File: config.mk
export PLATFORM = sky130hd
export DESIGN_NAME = multicycle_ctrl
export DESIGN_NICKNAME = d
export VERILOG_FILES = /design/src/rtl/multicycle_ctrl.sv
export SDC_FILE = /design/constraint.sdc
export NUM_CORES = 1
export LEC_CHECK = 0
export BUFFER_PORTS_ARGS = -buffer_cell sky130_fd_sc_hd__buf_2
export CAP_MARGIN = 20
export CORE_ASPECT_RATIO = 0.5
export CORE_MARGIN = 3
export CORE_UTILIZATION = 52
export DETAILED_ROUTE_END_ITERATION = 6
export MAX_ROUTING_LAYER = met4
export PLACE_DENSITY = 0.78
export RECOVER_POWER = 25
export SYNTH_ARGS = -nofsm -noshare
export SYNTH_HDL_FRONTEND = slang
export SYNTH_SLANG_ARGS = --single-unit
File: constraint.sdc
create_clock -name clk_i -period 2.52 [get_ports clk_i]
set_input_delay 0.126 -clock clk_i [delete_from_list [all_inputs] [get_ports clk_i]]
set_output_delay 0.126 -clock clk_i [all_outputs]
set_load 0.03 [all_outputs]
File: src/rtl/multicycle_ctrl.sv
// ============================================================================
// Module      : multicycle_ctrl
// Description : Multi-cycle MIPS control FSM with memory-ready timeout trap,
//               illegal-opcode trap and saturating retired-instruction count.
// Revision    : 1.0 - initial release
// ============================================================================
`default_nettype none

module multicycle_ctrl #(
    parameter int OP_W    = 6,
    parameter int ALUOP_W = 3,
    parameter int TMO_CYC = 16,
    parameter int CNT_W   = 16
) (
    input  logic               clk_i,
    input  logic               rst_i,
    input  logic [OP_W-1:0]    instr_op_i,
    input  logic               mem_ready_i,
    output logic               pc_write_o,
    output logic               pc_write_cond_o,
    output logic               branch_ne_o,
    output logic               iord_o,
    output logic               mem_read_o,
    output logic               mem_write_o,
    output logic               ir_write_o,
    output logic               reg_dst_o,
    output logic               mem_to_reg_o,
    output logic               reg_write_o,
    output logic               alu_src_a_o,
    output logic [1:0]         alu_src_b_o,
    output logic [ALUOP_W-1:0] alu_op_o,
    output logic [1:0]         pc_src_o,
    output logic [3:0]         state_o,
    output logic               trap_o,
    output logic               timeout_o,
    output logic [CNT_W-1:0]   retired_o
);

    localparam int WAIT_W = $clog2(TMO_CYC + 1);

    localparam logic [OP_W-1:0] c_op_r    = OP_W'(6'b000000);
    localparam logic [OP_W-1:0] c_op_lw   = OP_W'(6'b100011);
    localparam logic [OP_W-1:0] c_op_sw   = OP_W'(6'b101011);
    localparam logic [OP_W-1:0] c_op_beq  = OP_W'(6'b000100);
    localparam logic [OP_W-1:0] c_op_bne  = OP_W'(6'b000101);
    localparam logic [OP_W-1:0] c_op_addi = OP_W'(6'b001000);
    localparam logic [OP_W-1:0] c_op_slti = OP_W'(6'b001010);
    localparam logic [OP_W-1:0] c_op_lui  = OP_W'(6'b001111);
    localparam logic [OP_W-1:0] c_op_ori  = OP_W'(6'b001101);
    localparam logic [OP_W-1:0] c_op_j    = OP_W'(6'b000010);

    localparam logic [WAIT_W-1:0] c_wait_last = WAIT_W'(TMO_CYC - 1);

    typedef enum logic [3:0] {
        S_RST      = 4'b0000,
        S_FETCH    = 4'b0001,
        S_DECODE   = 4'b0010,
        S_EXEC_R   = 4'b0011,
        S_R_WB     = 4'b0100,
        S_EXEC_I   = 4'b0101,
        S_I_WB     = 4'b0110,
        S_MEM_ADDR = 4'b0111,
        S_MEM_RD   = 4'b1000,
        S_MEM_WB   = 4'b1001,
        S_MEM_WR   = 4'b1010,
        S_BRANCH   = 4'b1011,
        S_JUMP     = 4'b1100,
        S_RETIRE   = 4'b1101,
        S_TRAP     = 4'b1110
    } state_t;

    state_t            r_state;
    state_t            w_next_state;
    logic [WAIT_W-1:0] r_wait;
    logic [CNT_W-1:0]  r_retired;
    logic              r_timeout;
    logic              w_mem_wait;
    logic              w_expired;

    // Only the three memory-handshake states look at mem_ready_i.
    assign w_mem_wait = (r_state == S_FETCH) || (r_state == S_MEM_RD) ||
                        (r_state == S_MEM_WR);
    assign w_expired  = w_mem_wait && !mem_ready_i && (r_wait == c_wait_last);

    always_ff @(posedge clk_i or posedge rst_i) begin
        if (rst_i) begin
            r_state   <= S_RST;
            r_wait    <= '0;
            r_retired <= '0;
            r_timeout <= 1'b0;
        end else begin
            r_state <= w_next_state;
            if (w_mem_wait && !mem_ready_i)
                r_wait <= r_wait + 1'b1;
            else
                r_wait <= '0;
            if (r_state == S_RETIRE && r_retired != {CNT_W{1'b1}})
                r_retired <= r_retired + 1'b1;
            if (w_expired)
                r_timeout <= 1'b1;
        end
    end

    always_comb begin
        w_next_state    = r_state;
        pc_write_o      = 1'b0;
        pc_write_cond_o = 1'b0;
        branch_ne_o     = 1'b0;
        iord_o          = 1'b0;
        mem_read_o      = 1'b0;
        mem_write_o     = 1'b0;
        ir_write_o      = 1'b0;
        reg_dst_o       = 1'b0;
        mem_to_reg_o    = 1'b0;
        reg_write_o     = 1'b0;
        alu_src_a_o     = 1'b0;
        alu_src_b_o     = 2'b00;
        alu_op_o        = '0;
        pc_src_o        = 2'b00;
        case (r_state)
            S_RST: w_next_state = S_FETCH;
            S_FETCH: begin
                mem_read_o  = 1'b1;
                alu_src_b_o = 2'b01;
                ir_write_o  = mem_ready_i;
                pc_write_o  = mem_ready_i;
                if (mem_ready_i)    w_next_state = S_DECODE;
                else if (w_expired) w_next_state = S_TRAP;
            end
            S_DECODE: begin
                alu_src_b_o = 2'b11;
                case (instr_op_i)
                    c_op_r:                              w_next_state = S_EXEC_R;
                    c_op_lw, c_op_sw:                    w_next_state = S_MEM_ADDR;
                    c_op_beq, c_op_bne:                  w_next_state = S_BRANCH;
                    c_op_addi, c_op_slti, c_op_lui, c_op_ori: w_next_state = S_EXEC_I;
                    c_op_j:                              w_next_state = S_JUMP;
                    default:                             w_next_state = S_TRAP;
                endcase
            end
            S_EXEC_R: begin
                alu_src_a_o  = 1'b1;
                alu_op_o     = ALUOP_W'(3'b010);
                w_next_state = S_R_WB;
            end
            S_R_WB: begin
                reg_write_o  = 1'b1;
                reg_dst_o    = 1'b1;
                w_next_state = S_RETIRE;
            end
            S_EXEC_I: begin
                alu_src_a_o = 1'b1;
                alu_src_b_o = 2'b10;
                case (instr_op_i)
                    c_op_addi: alu_op_o = ALUOP_W'(3'b100);
                    c_op_slti: alu_op_o = ALUOP_W'(3'b101);
                    c_op_lui:  alu_op_o = ALUOP_W'(3'b110);
                    c_op_ori:  alu_op_o = ALUOP_W'(3'b111);
                    default:   alu_op_o = '0;
                endcase
                w_next_state = S_I_WB;
            end
            S_I_WB: begin
                reg_write_o  = 1'b1;
                w_next_state = S_RETIRE;
            end
            S_MEM_ADDR: begin
                alu_src_a_o  = 1'b1;
                alu_src_b_o  = 2'b10;
                w_next_state = (instr_op_i == c_op_lw) ? S_MEM_RD : S_MEM_WR;
            end
            S_MEM_RD: begin
                mem_read_o = 1'b1;
                iord_o     = 1'b1;
                if (mem_ready_i)    w_next_state = S_MEM_WB;
                else if (w_expired) w_next_state = S_TRAP;
            end
            S_MEM_WB: begin
                reg_write_o  = 1'b1;
                mem_to_reg_o = 1'b1;
                w_next_state = S_RETIRE;
            end
            S_MEM_WR: begin
                mem_write_o = 1'b1;
                iord_o      = 1'b1;
                if (mem_ready_i)    w_next_state = S_RETIRE;
                else if (w_expired) w_next_state = S_TRAP;
            end
            S_BRANCH: begin
                alu_src_a_o     = 1'b1;
                alu_op_o        = ALUOP_W'(3'b001);
                pc_src_o        = 2'b01;
                pc_write_cond_o = 1'b1;
                branch_ne_o     = (instr_op_i == c_op_bne);
                w_next_state    = S_RETIRE;
            end
            S_JUMP: begin
                pc_src_o     = 2'b10;
                pc_write_o   = 1'b1;
                w_next_state = S_RETIRE;
            end
            S_RETIRE: w_next_state = S_FETCH;
            S_TRAP:   w_next_state = S_TRAP;
            default:  w_next_state = S_RST;
        endcase
    end

    assign state_o   = r_state;
    assign trap_o    = (r_state == S_TRAP);
    assign timeout_o = r_timeout;
    assign retired_o = r_retired;

endmodule

`default_nettype wire

======== Yosys cells after proc, flatten, opt, wreduce, memory -nomap -nowiden ========
Cells that the tools add are included.
cells by class
  $add $sub $neg .......................... 2
  equality and inequality tests ........... 25
  mux-type cells .......................... 23
  reductions and logical operators ........ 18
operator list
  cell                     count
  $pmux W4 S10             1
  $eq A4 B4 Y1 const B     7
  $eq A6 B4 Y1 const B     4
  $pmux W4 S5              1
  $add A16 B1 Y16 const B  1
  $eq A4 B3 Y1 const B     4
  $mux W4                  4
  $ne A16 B16 Y1 const B   1
  $eq A6 B3 Y1 const B     2
  $eq A6 B6 Y1 const B     2
  $pmux W3 S4              1
  $reduce_or A2 Y1         6
  $mux W1                  10
  $pmux W3 S3              1
  $eq A4 B2 Y1 const B     2
  $reduce_or A4 Y1         2
  $eq A6 B2 Y1 const B     1
  $logic_not A6 Y1         1
  $pmux W2 S3              1
  $add A5 B1 Y5 const B    1
  $eq A5 B4 Y1 const B     1
  $mux W5                  1
  $reduce_or A5 Y1         1
  $eq A4 B1 Y1 const B     1
  other kinds (8)          11
storage, ports and cells
  register bits after elaboration ......... 26
  input bits .............................. 9
  output and inout port bits .............. 40
  logic and storage cells ................. 72

======== Depth between registers and ports, before layout ========
  depth in word-level cells ............... 8
  gate-level depth with buffers ........... 7

======== Worst setup path before layout ========
No wires, ideal clock.
  path kind ............................... register -> output
  start point ............................. register r_state[2], in the netlist state_o[2]
  end point ............................... output port pc_write_o
  arrival time ............................ 2.076 ns
  data required time ...................... 2.394 ns
  slack ................................... 0.318 ns
  stages on the path, launching flop included .. 6
  cell sequence ........................... dfrtp_1 -> buf_4 -> clkbuf_1 -> nand2_1 -> nor3_1 -> or2_2
between the ends
  cells in the longest elaborated chain, start to end .. 2
  elaborated cells on any way between the ends .. 3
  those cells by class .................... eq/ne: 2; mux: 1
RTL lines
  element                                       line  source
  start, declared                               72    state_t r_state;
  start signal, assigned                        92    r_state <= w_next_state;
  $eq A4 B4 Y1 or $eq A4 B1 Y1 (tied branches)  120   case (r_state)
  $pmux W1 S2 *                                 120
  end, declared                                 19    output logic pc_write_o,
Every way passes the cells marked *; elsewhere a longest branch is shown, timed or not.

======== Worst setup path in the final report ========
  start point ............................. register r_retired[0], in the netlist retired_o[0]
  end point ............................... register r_retired[14], in the netlist retired_o[14]
between the ends
  cells in the longest elaborated chain, start to end .. 2
  elaborated cells on any way between the ends .. 3
  those cells by class .................... add/sub: 1; eq/ne: 1; reduce/logical: 1
RTL lines
  element                                                                  line  source
  start, declared                                                          75    logic [CNT_W-1:0] r_retired;
  start signal, assigned                                                   98    r_retired <= r_retired + 1'b1;
  parallel branches: the longest is 2 deep, another holds $add A16 B1 Y16  -
Several ways; the timed one is not identified.
A chain may end at the register's enable or synchronous reset.

==> results.md <==
- Status: finished, final reports clean
- RSZ-0062 raised after global routing: false
- CP max FO: 5
- Net switching power: between 1000 and 1500 uW
- Final Hold Fails: 0
- Die area: about 0.0042 mm^2
- Hold Path Class: in -> reg
- Commonest non-fill, non-tap cell in the layout: buf_2
- Initial Util: 56.7%
- Initial DRC count: 36
- Fin crit share: 74.3%
- Post-Syn Area: 0.00177 mm^2
- Slew Viols, Final: 0
- GRT Max-Usage Layer: met2
- Antenna Cells: 0
- Initial antenna violation count: 0
- Met1 usage: 24.5%
- R2r endpoint: retired_o[14]$_DFFE_PP0P_
- Minimum clock period: 1.87 ns
- Async S/R FF share, synth: 100%
- Cell Int Power: 1040 uW
- Cts hold-fix bufs: 0
- Total track usage: roughly a fifth
- Setup CP Type: reg -> reg
- Final GP Congestion: 0.871
- Finished layout cell area: 0.00209 mm^2
- Die Y: approximately 47 um
- Worst flop-to-flop path startpoint: retired_o[0]$_DFFE_PP0P_
- Met2 Resource Use GR: 36.3%
- DRC viols: 0
- Switching power share of the total: 50.3%
- CP cell instances: ha_1, nand2_1, nor4_1, nand4_1, xnor2_1
- Min-delay src: instr_op_i[0]
- Register area share after synthesis: 36.8%
- Num rows: 14
- Worst-Margin Slew: 0.915 ns
- Final hold slack: 0.229 ns
- Clk pwr share: 12.6%
- CP endpoint kind: flop
- Worst reg2reg setup slack: 0.65 ns
- Final wirelength: about 4 mm
- Clock buffer depth: 2
- Remaining Overflow, GRT: 0
- CTS tree: built
- I/O pin total: ~50
- Pre-antenna DRT Iters: 4
- Critical path arrival: 2.03 ns
- Crit-path slowest cell: nor4_1
- Part of the power in registers: 27.9%
- Gate power share: 59.6%
- CP Launch Type: flop
- Die width: just under 90 um
- Cts repair resizes: 0
- Max-cap violations: 0
- Compound-Gate Fraction of Synth Area: 13.6%
- Post-DP Area: 0.00202 mm^2
- Mux cell area share after synthesis: 1.91%
- Via density: 5.71
- XOR/XNOR share of the synthesized area: 6.94%
- Total nets after synthesis: 220
- I/O Buffers: 48
- CTS Buf Count: 3
- Routed length per instance: 13.7 um
- Core area: 0.00312 mm^2
- Post-CTS setup buffer count: 0
- H-tree depth: 1
- Largest net degree at the start of global routing: 27
- Leakage: 0.00107 uW
- Critical Path Sink: retired_o[14]$_DFFE_PP0P_
- Most frequent cells in the layout: buf_2 (48), dfrtp_1 (26), nor2_1 (25)
- Combinational family with the most area after synthesis: simple AND/OR/NAND/NOR gates
- Final setup TNS: 0 ns
- Worst-path clk slew: around 0.080 ns
- Met3 Usage GRT: 3.68%
- Most common flop cell mapped by yosys: dfrtp_1
- Worst-skew pair later-pin latency: 0.27 ns
- Post-Synth Adder-Cell Area: 2.12%
- Final ANT Viol Nets: 0
- Fin Clk Skew: 0.00227 ns
- Post-synth cell types: 47
- Layout cells sized above 1: ~28%
- Mapped Cells: 208
- Number of synthesized register bits: 26
- R2R depth: 5
- Worst Setup SP: retired_o[0]$_DFFE_PP0P_
- # setup viols final: 0
- Required @ worst endpoint: 2.68 ns
- Slew HR: about 39%
- Maximum resistive drop on vdd: 529 uV
- YS warnings: 0
- Synth Area per Inst: 8.50 um^2
- First-pass GRT wire length: 6.41 mm
- Nets: 265
- Post-Synth Simple-Gate Area: 33.5%
- Number of global-route vias before repair: 1466
- Pwr/cell area: 1000 mW/mm^2
- Critical path's largest stage delay: around 0.6 ns
- Post-synth EDFFs: 0
- CTS Sinks: 26
- Vias: about 1700
- Fmax: 534 MHz
- DPL Wire Length: ~3.0 mm
- CTS Root Cell: clkbuf_8
- Synth-to-layout area growth: 18.3%
[synth_stat cells (all sizes together) (3+ instances only)]
cell | n | share of area [%]
xor2 | 11 | 5.4
buf | 5 | 1.8
and3 | 6 | 2.1
nand2 | 18 | 3.8
xnor2 | 3 | 1.5
mux2 | 3 | 1.9
clkbuf | 9 | 1.9
o21ai | 7 | 2.0
nor2 | 25 | 5.3
nor2b | 3 | 1.1
a211oi | 3 | 1.3
ha | 3 | 2.1
dfrtp | 26 | 37
nor3 | 15 | 5.1
nand2b | 9 | 3.2
a31o | 3 | 1.5
a21oi | 9 | 2.5
inv | 7 | 1.5
nand3 | 11 | 3.1
nand4 | 5 | 2.1
[area by class of cell]
| class | count | area (um^2) |
|---|---|---|
| multi-input combinational | 161 | 1030 |
| sequential | 26 | 651 |
| tap | 40 | 50.0 |
| inverter | 7 | 26.3 |
| timing repair buffer | 54 | 284 |
| clock buffer | 4 | 55.1 |
| fill | 285 | 1030 |
[state kept, by name, summed over array words and instances, names as in the netlist]
register and flops:
state_o 4, r_wait 5, timeout_o 1, retired_o 16
[metrics by stage]
step / power (uW) / worst slack, ns / utilization (%) / std cells
after CTS: 2110 / 0.659 / 66.7 / 290
after global placement: 1810 / 0.723 / 64.9 / 286
after global routing: 2240 / 0.507 / 67.1 / 292
after floorplan: 1540 / 0.318 / - / 208
after detailed placement: 1840 / 0.672 / 64.9 / 286
final: 2090 / 0.648 / 67.1 / 292
[cell families (layout without fill, tap and decap cells)]
| family | after synthesis | count (layout) |
|---|---|---|
| simple gates | 105 | 105 |
| fa+ha+maj | 3 | 3 |
| flops | 26 | 26 |
| buf+inv | 21 | 65 |
| xor+xnor | 14 | 14 |
| mux | 3 | 3 |
| compound gates | 36 | 36 |
[worst min-delay path by stage]
stage | end | cells after the start
after global routing | state_o[3]$_DFF_PP0_ | 3
after floorplan | r_wait[0]$_DFF_PP0_ | 1
after CTS | r_wait[2]$_DFF_PP0_ | 2
final | state_o[3]$_DFF_PP0_ | 3
after global placement | r_wait[0]$_DFF_PP0_ | 2
after detailed placement | r_wait[1]$_DFF_PP0_ | 2
[routing by layer]
metal	routed length, um	share of wire (%)	vias to the layer above
met5	0	0	-
met4	34	0.85	0
met3	215	5.4	6
met2	1980	49	62
met1	1780	44	769
li1	-	-	831
[critical path, delay by kind of cell (launching register included)]
family / cells / cell delay (ns)
simple gates: 3 / 0.92
fa+ha+maj: 1 / 0.26
xor+xnor: 1 / 0.17
flops: 1 / 0.41
[power groups by stage]
stage	Sequential (uW)	Clock (uW)	Combinational, uW
finish	583	263	1250
global placement	582	0	1230
detailed placement	593	0	1250
floorplan	717	0	820
CTS	585	271	1250
global route	594	289	1360
Power figures use the tool's default switching activity.
